### config.mk
export PLATFORM = sky130hd
export DESIGN_NAME = axi_lite_apb_bridge_mux
export DESIGN_NICKNAME = d
export VERILOG_FILES = /design/src/rtl/axi_apb_pkg.sv /design/src/rtl/apb_addr_decode.sv /design/src/rtl/axi_lite_apb_bridge_mux.sv
export SDC_FILE = /design/constraint.sdc
export NUM_CORES = 1
export LEC_CHECK = 0
export ABC_AREA = 1
export CAP_MARGIN = 15
export CORE_MARGIN = 1.5
export CORE_UTILIZATION = 37
export DETAILED_ROUTE_END_ITERATION = 7
export PLACE_DENSITY = 0.81
export SLEW_MARGIN = 15
export SYNTH_ARGS = -nofsm -noshare
export SYNTH_HDL_FRONTEND = slang
export SYNTH_HIERARCHICAL = 1
export SYNTH_SLANG_ARGS = --single-unit
### constraint.sdc
create_clock -name aclk -period 2.45 [get_ports aclk]
set_input_delay 0.49 -clock aclk [delete_from_list [all_inputs] [get_ports aclk]]
set_output_delay 0.49 -clock aclk [all_outputs]
set_load 0.02 [all_outputs]
### src/rtl/axi_apb_pkg.sv
// Shared types for the AXI-Lite to APB bridge family.
// Provides the AXI response codes and the bridge FSM state encoding.
package axi_apb_pkg;

    typedef logic [1:0] resp_t;

    localparam resp_t RESP_OKAY   = 2'b00;
    localparam resp_t RESP_SLVERR = 2'b10;
    localparam resp_t RESP_DECERR = 2'b11;

    typedef enum logic [1:0] {
        IDLE   = 2'd0,
        SETUP  = 2'd1,
        ACCESS = 2'd2,
        RESP   = 2'd3
    } bridge_state_t;

endpackage

### src/rtl/apb_addr_decode.sv
// Combinational address decoder: maps a system address onto one of
// NUM_SLAVES equally sized APB windows starting at BASE_ADDR.
// Ports:
//   addr   - full system address
//   hit    - address falls inside one of the slave windows
//   idx    - slave index of the window (valid when hit)
//   offset - address offset inside the window, upper bits zero
module apb_addr_decode #(
    parameter int unsigned        ADDR_W     = 32,
    parameter int unsigned        NUM_SLAVES = 4,
    parameter int unsigned        SLV_ADDR_W = 12,
    parameter logic [ADDR_W-1:0]  BASE_ADDR  = 32'h1000_0000,
    parameter int unsigned        IDX_W      = (NUM_SLAVES > 1) ? $clog2(NUM_SLAVES) : 1
) (
    input  logic [ADDR_W-1:0] addr,
    output logic              hit,
    output logic [IDX_W-1:0]  idx,
    output logic [ADDR_W-1:0] offset
);

    logic [ADDR_W-1:0] rel;
    logic [ADDR_W-1:0] win;

    // Window number relative to the base; only meaningful when addr >= base.
    always_comb begin
        rel    = addr - BASE_ADDR;
        win    = rel >> SLV_ADDR_W;
        hit    = (addr >= BASE_ADDR) && (win < ADDR_W'(NUM_SLAVES));
        idx    = IDX_W'(win);
        offset = ADDR_W'(addr[SLV_ADDR_W-1:0]);
    end

endmodule

### src/rtl/axi_lite_apb_bridge_mux.sv
// AXI-Lite slave to multi-slave APB master bridge with read/write
// round-robin arbitration and an ACCESS-phase timeout watchdog.
// Ports:
//   aclk, areset_n            - clock, async active-low reset
//   s_aw*/s_w*/s_b*           - AXI-Lite write address/data/response
//   s_ar*/s_r*                - AXI-Lite read address/data
//   m_paddr..m_pstrb, m_psel  - APB request (psel one-hot per slave)
//   m_prdata/m_pready/m_pslverr - APB responses, one lane per slave
module axi_lite_apb_bridge_mux
    import axi_apb_pkg::*;
#(
    parameter int unsigned       ADDR_W     = 32,
    parameter int unsigned       DATA_W     = 32,
    parameter int unsigned       NUM_SLAVES = 4,
    parameter int unsigned       SLV_ADDR_W = 12,
    parameter logic [ADDR_W-1:0] BASE_ADDR  = 32'h1000_0000,
    parameter int unsigned       TIMEOUT    = 255
) (
    input  logic                         aclk,
    input  logic                         areset_n,
    input  logic [ADDR_W-1:0]            s_awaddr,
    input  logic                         s_awvalid,
    output logic                         s_awready,
    input  logic [DATA_W-1:0]            s_wdata,
    input  logic [DATA_W/8-1:0]          s_wstrb,
    input  logic                         s_wvalid,
    output logic                         s_wready,
    output logic [1:0]                   s_bresp,
    output logic                         s_bvalid,
    input  logic                         s_bready,
    input  logic [ADDR_W-1:0]            s_araddr,
    input  logic                         s_arvalid,
    output logic                         s_arready,
    output logic [DATA_W-1:0]            s_rdata,
    output logic [1:0]                   s_rresp,
    output logic                         s_rvalid,
    input  logic                         s_rready,
    output logic [ADDR_W-1:0]            m_paddr,
    output logic [NUM_SLAVES-1:0]        m_psel,
    output logic                         m_penable,
    output logic                         m_pwrite,
    output logic [DATA_W-1:0]            m_pwdata,
    output logic [DATA_W/8-1:0]          m_pstrb,
    input  logic [NUM_SLAVES*DATA_W-1:0] m_prdata,
    input  logic [NUM_SLAVES-1:0]        m_pready,
    input  logic [NUM_SLAVES-1:0]        m_pslverr
);

    localparam int unsigned STRB_W = DATA_W / 8;
    localparam int unsigned IDX_W  = (NUM_SLAVES > 1) ? $clog2(NUM_SLAVES) : 1;
    localparam int unsigned CNT_W  = $clog2(TIMEOUT + 1);

    bridge_state_t         state, state_d;
    logic                  last_was_write, last_d;
    logic [IDX_W-1:0]      idx_q, idx_d;
    logic [CNT_W-1:0]      cnt, cnt_d;
    logic [ADDR_W-1:0]     paddr_d;
    logic [NUM_SLAVES-1:0] psel_d;
    logic                  penable_d, pwrite_d;
    logic [DATA_W-1:0]     pwdata_d, rdata_d;
    logic [STRB_W-1:0]     pstrb_d;
    logic                  bvalid_d, rvalid_d;
    logic [1:0]            bresp_d, rresp_d;

    logic                  grant_w, grant_r, is_write;
    logic                  done;
    resp_t                 done_resp;
    logic [DATA_W-1:0]     done_rdata;
    logic [ADDR_W-1:0]     dec_addr, dec_offset;
    logic                  dec_hit;
    logic [IDX_W-1:0]      dec_idx;
    logic [DATA_W-1:0]     prdata_sel;
    logic                  pready_sel, pslverr_sel;

    // A write needs AW and W together; on a tie the type not served last wins.
    assign grant_w   = (state == IDLE) && s_awvalid && s_wvalid && (!s_arvalid || !last_was_write);
    assign grant_r   = (state == IDLE) && s_arvalid && (!(s_awvalid && s_wvalid) || last_was_write);
    assign s_awready = grant_w;
    assign s_wready  = grant_w;
    assign s_arready = grant_r;
    assign dec_addr  = grant_w ? s_awaddr : s_araddr;
    assign is_write  = (state == IDLE) ? grant_w : m_pwrite;

    apb_addr_decode #(
        .ADDR_W     (ADDR_W),
        .NUM_SLAVES (NUM_SLAVES),
        .SLV_ADDR_W (SLV_ADDR_W),
        .BASE_ADDR  (BASE_ADDR),
        .IDX_W      (IDX_W)
    ) u_decode (
        .addr   (dec_addr),
        .hit    (dec_hit),
        .idx    (dec_idx),
        .offset (dec_offset)
    );

    // Response lane of the selected slave; other slaves are ignored.
    always_comb begin
        prdata_sel  = '0;
        pready_sel  = 1'b0;
        pslverr_sel = 1'b0;
        for (int unsigned k = 0; k < NUM_SLAVES; k++) begin
            if (idx_q == IDX_W'(k)) begin
                prdata_sel  = m_prdata[k*DATA_W +: DATA_W];
                pready_sel  = m_pready[k];
                pslverr_sel = m_pslverr[k];
            end
        end
    end

    // Next-state and next-output logic.
    always_comb begin
        state_d    = state;
        last_d     = last_was_write;
        idx_d      = idx_q;
        cnt_d      = cnt;
        paddr_d    = m_paddr;
        psel_d     = m_psel;
        penable_d  = m_penable;
        pwrite_d   = m_pwrite;
        pwdata_d   = m_pwdata;
        pstrb_d    = m_pstrb;
        bvalid_d   = s_bvalid;
        bresp_d    = s_bresp;
        rvalid_d   = s_rvalid;
        rresp_d    = s_rresp;
        rdata_d    = s_rdata;
        done       = 1'b0;
        done_resp  = RESP_OKAY;
        done_rdata = '0;

        unique case (state)
            IDLE: begin
                if (grant_w || grant_r) begin
                    last_d = grant_w;
                    if (dec_hit) begin
                        state_d  = SETUP;
                        idx_d    = dec_idx;
                        paddr_d  = dec_offset;
                        psel_d   = NUM_SLAVES'(1) << dec_idx;
                        pwrite_d = grant_w;
                        if (grant_w) begin
                            pwdata_d = s_wdata;
                            pstrb_d  = s_wstrb;
                        end else begin
                            pstrb_d  = '0;
                        end
                    end else begin
                        done      = 1'b1;
                        done_resp = RESP_DECERR;
                    end
                end
            end
            SETUP: begin
                state_d   = ACCESS;
                penable_d = 1'b1;
            end
            ACCESS: begin
                // PREADY takes priority over the watchdog in the last allowed cycle.
                if (pready_sel) begin
                    done       = 1'b1;
                    done_resp  = pslverr_sel ? RESP_SLVERR : RESP_OKAY;
                    done_rdata = prdata_sel;
                end else if (cnt == CNT_W'(TIMEOUT - 1)) begin
                    done      = 1'b1;
                    done_resp = RESP_SLVERR;
                end else begin
                    cnt_d = cnt + 1'b1;
                end
            end
            RESP: begin
                if ((s_bvalid && s_bready) || (s_rvalid && s_rready)) begin
                    state_d  = IDLE;
                    bvalid_d = 1'b0;
                    rvalid_d = 1'b0;
                end
            end
            default: state_d = IDLE;
        endcase

        if (done) begin
            state_d   = RESP;
            psel_d    = '0;
            penable_d = 1'b0;
            cnt_d     = '0;
            if (is_write) begin
                bvalid_d = 1'b1;
                bresp_d  = done_resp;
            end else begin
                rvalid_d = 1'b1;
                rresp_d  = done_resp;
                rdata_d  = done_rdata;
            end
        end
    end

    // State and registered outputs.
    always_ff @(posedge aclk or negedge areset_n) begin
        if (!areset_n) begin
            state          <= IDLE;
            last_was_write <= 1'b1;
            idx_q          <= '0;
            cnt            <= '0;
            m_paddr        <= '0;
            m_psel         <= '0;
            m_penable      <= 1'b0;
            m_pwrite       <= 1'b0;
            m_pwdata       <= '0;
            m_pstrb        <= '0;
            s_bvalid       <= 1'b0;
            s_bresp        <= RESP_OKAY;
            s_rvalid       <= 1'b0;
            s_rresp        <= RESP_OKAY;
            s_rdata        <= '0;
        end else begin
            state          <= state_d;
            last_was_write <= last_d;
            idx_q          <= idx_d;
            cnt            <= cnt_d;
            m_paddr        <= paddr_d;
            m_psel         <= psel_d;
            m_penable      <= penable_d;
            m_pwrite       <= pwrite_d;
            m_pwdata       <= pwdata_d;
            m_pstrb        <= pstrb_d;
            s_bvalid       <= bvalid_d;
            s_bresp        <= bresp_d;
            s_rvalid       <= rvalid_d;
            s_rresp        <= rresp_d;
            s_rdata        <= rdata_d;
        end
    end

endmodule
==> metrics.yaml <==
run_status:
  status: "complete, but fails checks"
  violations_in_the_final_reports: "hold timing, setup timing"
power:
  ir_worst_vdd_mv: 0.518
  internal_power_mw: 5.41
  power_frac_clock: 0.334
  p_comb_frac: 0.346
  cellPowerDensity_mw_per_mm2: 688
  swShare: 0.330
  p_leak_nw: 5.70
  switchingPower_mw: 2.66
  sequentialPowerShare: 0.320
setup_path:
  startpoint_to_endpoint_class_of_the_critical_path: "reg2reg"
  timing.critical_path.mode_cell: "sky130_fd_sc_hd__nand2_2"
  path_max_fanout: 33
  timing.critical_path.cells: "nand2_2 > nand3_4 > inv_4 > bufbuf_16 > nand2_2 > nand2_1 > or2_0 > nor2_1 > nand2_2 > nor2_4 > buf_6 > nand2_2 > buf_12 > mux2_2"
  slowest_stage_delay_on_critical_path_ps: 540
  cp_num_buf_inv: 4
  setup.worst_path.start_class: "register"
  worst_setup_ep_type: "register"
  crit_family: "simple AND/OR/NAND/NOR gates"
  critical_path_arrival_ps: 2750
  cp_slowest_cell: "sky130_fd_sc_hd__dfstp_2"
  worstPathRequired_ps: 2750
floorplanning:
  io_pins: 358
  fp.dieArea_mm2: 0.0197
  num_rows: 50
  core_mm2: 0.0186
  initial_utilization: 0.375
  y_dimension_of_the_die_um: 140
  fp.dieW_um: 140
finish:
  nFillCells: 1586
  nets: 1542
  drive_above_1_share: 0.123
  syn_to_final_growth_pct: 68.1
  finalInstanceArea_mm2: 0.0117
  final_core_util: 0.631
  layoutNonFillerInstCount: 1545
logic_synthesis:
  dominantRegCellSynth: "sky130_fd_sc_hd__dfrtp_1"
  synth-edff-count: 0
  share_of_synthesized_registers_carrying_an_async_set_or_reset: 1.00
  synth_top_family_by_area: "simple AND/OR/NAND/NOR gates"
  synth_sequential_area_ratio: 0.449
  synthXorXnorAreaFrac: 0.00377
  synth_area_per_cell_um2: 7.48
  syn_area_mm2: 0.00697
  ys_seq_elements: 125
  synth-simple-area-share: 0.314
  muxShareOfSynthArea: 0.0517
  synthCells: 933
  synthAdderAreaFrac: 0.00359
  yosys_warnings: 6
  synth_cell_type_count: 36
  synth_compound_area_frac: 0.0745
sta:
  slack_of_the_critical_path_ps: -2.40
  grt_setup_unrepaired: "true"
  skew_ps: 6.29
  post-route-period-util: 1.00
  max_freq_ghz: 0.408
  period_needed_ps: 2450
  finalSetupViolations: 3
  holdWs_ps: -0.0595
  timing.final.max_slew_violations: 0
  final-hold-violation-count: 2
route:
  detail_route.vias_per_cell: 4.83
  post_drt_wl_per_cell_um: 16.1
  drtAntennaViolNets: 0
  routed_wl_mm: 24.9
  drc_errors: 0
  vias: 7455
  drt_pre_antenna_iters: 5
  drt_iter0_drc: 324
clock_tree:
  clock_transition_at_the_registers_of_the_reported_paths_ps: 60
  h-tree-depth: 4
  cts.sink_count: 125
  tritoncts: "yes"
  holdBufCountCts: 0
  deepest_clock_path_buffer_count: 2
  clock_latency_at_the_later_pin_of_the_worst_skew_pair_ps: 420
  cell_at_the_root_of_the_clock_tree: "sky130_fd_sc_hd__clkbuf_16"
  cts-buffers-inserted: 17
global_routing:
  grt_first_pass_wirelength_mm: 38.7
  grt_usage: 0.252
  via_count_of_the_first_global_routing_pass: 7384
  antenna_found_initial: 1
  global_route.overflow_total: 0
  grt_start_max_net_pins: 49
hold_path:
  hold_path.class: "in2async"
placement:
  placement.io_buffers: 357
  cell_area_after_placement_mm2: 0.0109
  dp_hpwl_mm: 18.8
  place.gp.congestion: 0.861
  post-place-cells: 1504
flow_run:
  drv_cap: 0
==> cells in the mapped netlist (2+ instances only) <==
master                       n  area (um^2)
sky130_fd_sc_hd__a21oi_1     2         10.0
sky130_fd_sc_hd__a21oi_4     2         32.5
sky130_fd_sc_hd__buf_2      25          125
sky130_fd_sc_hd__buf_4      41          308
sky130_fd_sc_hd__clkbuf_1   15         56.3
sky130_fd_sc_hd__dfrtp_1   124         3100
sky130_fd_sc_hd__ha_1        2         25.0
sky130_fd_sc_hd__inv_1      53          199
sky130_fd_sc_hd__inv_2       5         18.8
sky130_fd_sc_hd__mux2_2     32          360
sky130_fd_sc_hd__nand2_1   410         1540
sky130_fd_sc_hd__nand2_2     2         12.5
sky130_fd_sc_hd__nand2_4     3         33.8
sky130_fd_sc_hd__nand3_1    50          250
sky130_fd_sc_hd__nand3_2     2         20.0
sky130_fd_sc_hd__nand4_1     6         37.5
sky130_fd_sc_hd__nor2_1     50          188
sky130_fd_sc_hd__nor2_2      4         25.0
sky130_fd_sc_hd__nor2_4      2         22.5
sky130_fd_sc_hd__nor3_1      6         30.0
sky130_fd_sc_hd__o211ai_1   11         82.6
sky130_fd_sc_hd__o21ai_0    57          285
sky130_fd_sc_hd__o21ai_1    12         60.1
sky130_fd_sc_hd__o22ai_1     4         25.0
sky130_fd_sc_hd__xnor2_1     2         17.5
==> power by group through the flow <==
stage,registers [mW],clock network [mW],logic (mW)
2_1_floorplan,2.89,0,0.948
3_3_place_gp,2.60,0,2.57
3_5_place_dp,2.61,0,2.60
4_1_cts,2.58,2.75,2.66
5_1_grt,2.62,2.84,3.00
6_report,2.59,2.69,2.79
==> cell usage in the layout, fill, tap and decap left out, types with 11 or more instances in the layout <==
| cell | netlist | routed |
|---|---|---|
| sky130_fd_sc_hd__nor2_1 | 50 | 46 |
| sky130_fd_sc_hd__clkbuf_16 | 0 | 18 |
| sky130_fd_sc_hd__inv_1 | 53 | 46 |
| sky130_fd_sc_hd__buf_12 | 0 | 11 |
| sky130_fd_sc_hd__o21ai_0 | 57 | 53 |
| sky130_fd_sc_hd__o211ai_1 | 11 | 11 |
| sky130_fd_sc_hd__nand3_1 | 50 | 48 |
| sky130_fd_sc_hd__nand2_1 | 410 | 402 |
| sky130_fd_sc_hd__mux2_2 | 32 | 32 |
| sky130_fd_sc_hd__buf_4 | 41 | 33 |
| sky130_fd_sc_hd__conb_1 | 1 | 20 |
| sky130_fd_sc_hd__dfrtp_1 | 124 | 124 |
| sky130_fd_sc_hd__clkdlybuf4s50_1 | 0 | 352 |
| sky130_fd_sc_hd__o21ai_1 | 12 | 15 |
==> sequential cells by signal (all words and copies together) (netlist names) <==
signal,count
s_rresp,2
m_penable,1
s_bvalid,1
m_pwrite,1
m_pstrb,4
m_psel,4
s_bresp,2
m_pwdata,32
idx_q,2
m_paddr,32
state,2
s_rvalid,1
last_was_write,1
cnt,8
s_rdata,32
==> worst reg2reg max path, cell delays in order, from the launching register on <==
cell and delay, ps:
sky130_fd_sc_hd__dfstp_2 540, sky130_fd_sc_hd__nand2_2 60, sky130_fd_sc_hd__nand3_4 110, sky130_fd_sc_hd__inv_4 50
sky130_fd_sc_hd__bufbuf_16 270, sky130_fd_sc_hd__nand2_2 50, sky130_fd_sc_hd__nand2_1 40, sky130_fd_sc_hd__or2_0 200
sky130_fd_sc_hd__nor2_1 110, sky130_fd_sc_hd__nand2_2 80, sky130_fd_sc_hd__nor2_4 150, sky130_fd_sc_hd__buf_6 120
sky130_fd_sc_hd__nand2_2 60, sky130_fd_sc_hd__buf_12 180, sky130_fd_sc_hd__mux2_2 310
==> final timing paths <==
check / startpoint / end / slack (ps) / cells after the start
worst min register to register: s_rdata[25] / s_rdata[25] / 470 / 2
worst max register to register: last_was_write / m_pwdata[23] / -2 / 14
worst max-delay path: last_was_write / m_pwdata[23] / -2 / 14
min in group aclk: s_rdata[25] / s_rdata[25] / 470 / 2
worst min-delay path: areset_n / m_pwdata[11] / -0.06 / 1
max in group asynchronous: areset_n / m_pwdata[23] / 1790 / 2
==> cell type report <==
type	instances	area, um^2	share of cell area
clock buffers	20	447	0.0381
flip-flops and latches	125	3130	0.267
multi-input cells	687	3300	0.281
well taps	234	293	0.0250
clock inverters	12	184	0.0157
inverters	58	223	0.0190
repair buffers	408	4150	0.354
diodes	1	2.50	0.000213
==> repair_timing <==
action,4_1_cts,5_1_grt
pin swaps,1,9
cloned,1,2
setup buffers,0,6
endpoints found under the setup margin,72,118
gates resized for setup,15,26
==> cells by family after synthesis <==
kind of cell               Yosys count
adders and majority gates            2
other                                1
muxes                               32
DFF                                125
AOI/OAI and AO/OA                   91
xor gates and xnor gates             3
buffers and inverters              141
and+or+nand+nor                    538
==> per-stage QoR <==
stage | TNS (ps) | worst slack [ps] | total power, mW
after CTS | -63.3 | -10.9 | 7.99
after global placement | -46260 | -471 | 5.16
after detailed placement | -55090 | -630 | 5.21
after floorplan | 0 | 17.6 | 3.84
final | -3.33 | -2.40 | 8.07
after global routing | -8230 | -136 | 8.45
==> metal layers <==
metal	track usage	share of wire
met3	0.0810	0.091
met5	0	0
met4	0.125	0.041
met2	0.422	0.48
met1	0.292	0.39
Power figures use the tool's default switching activity.
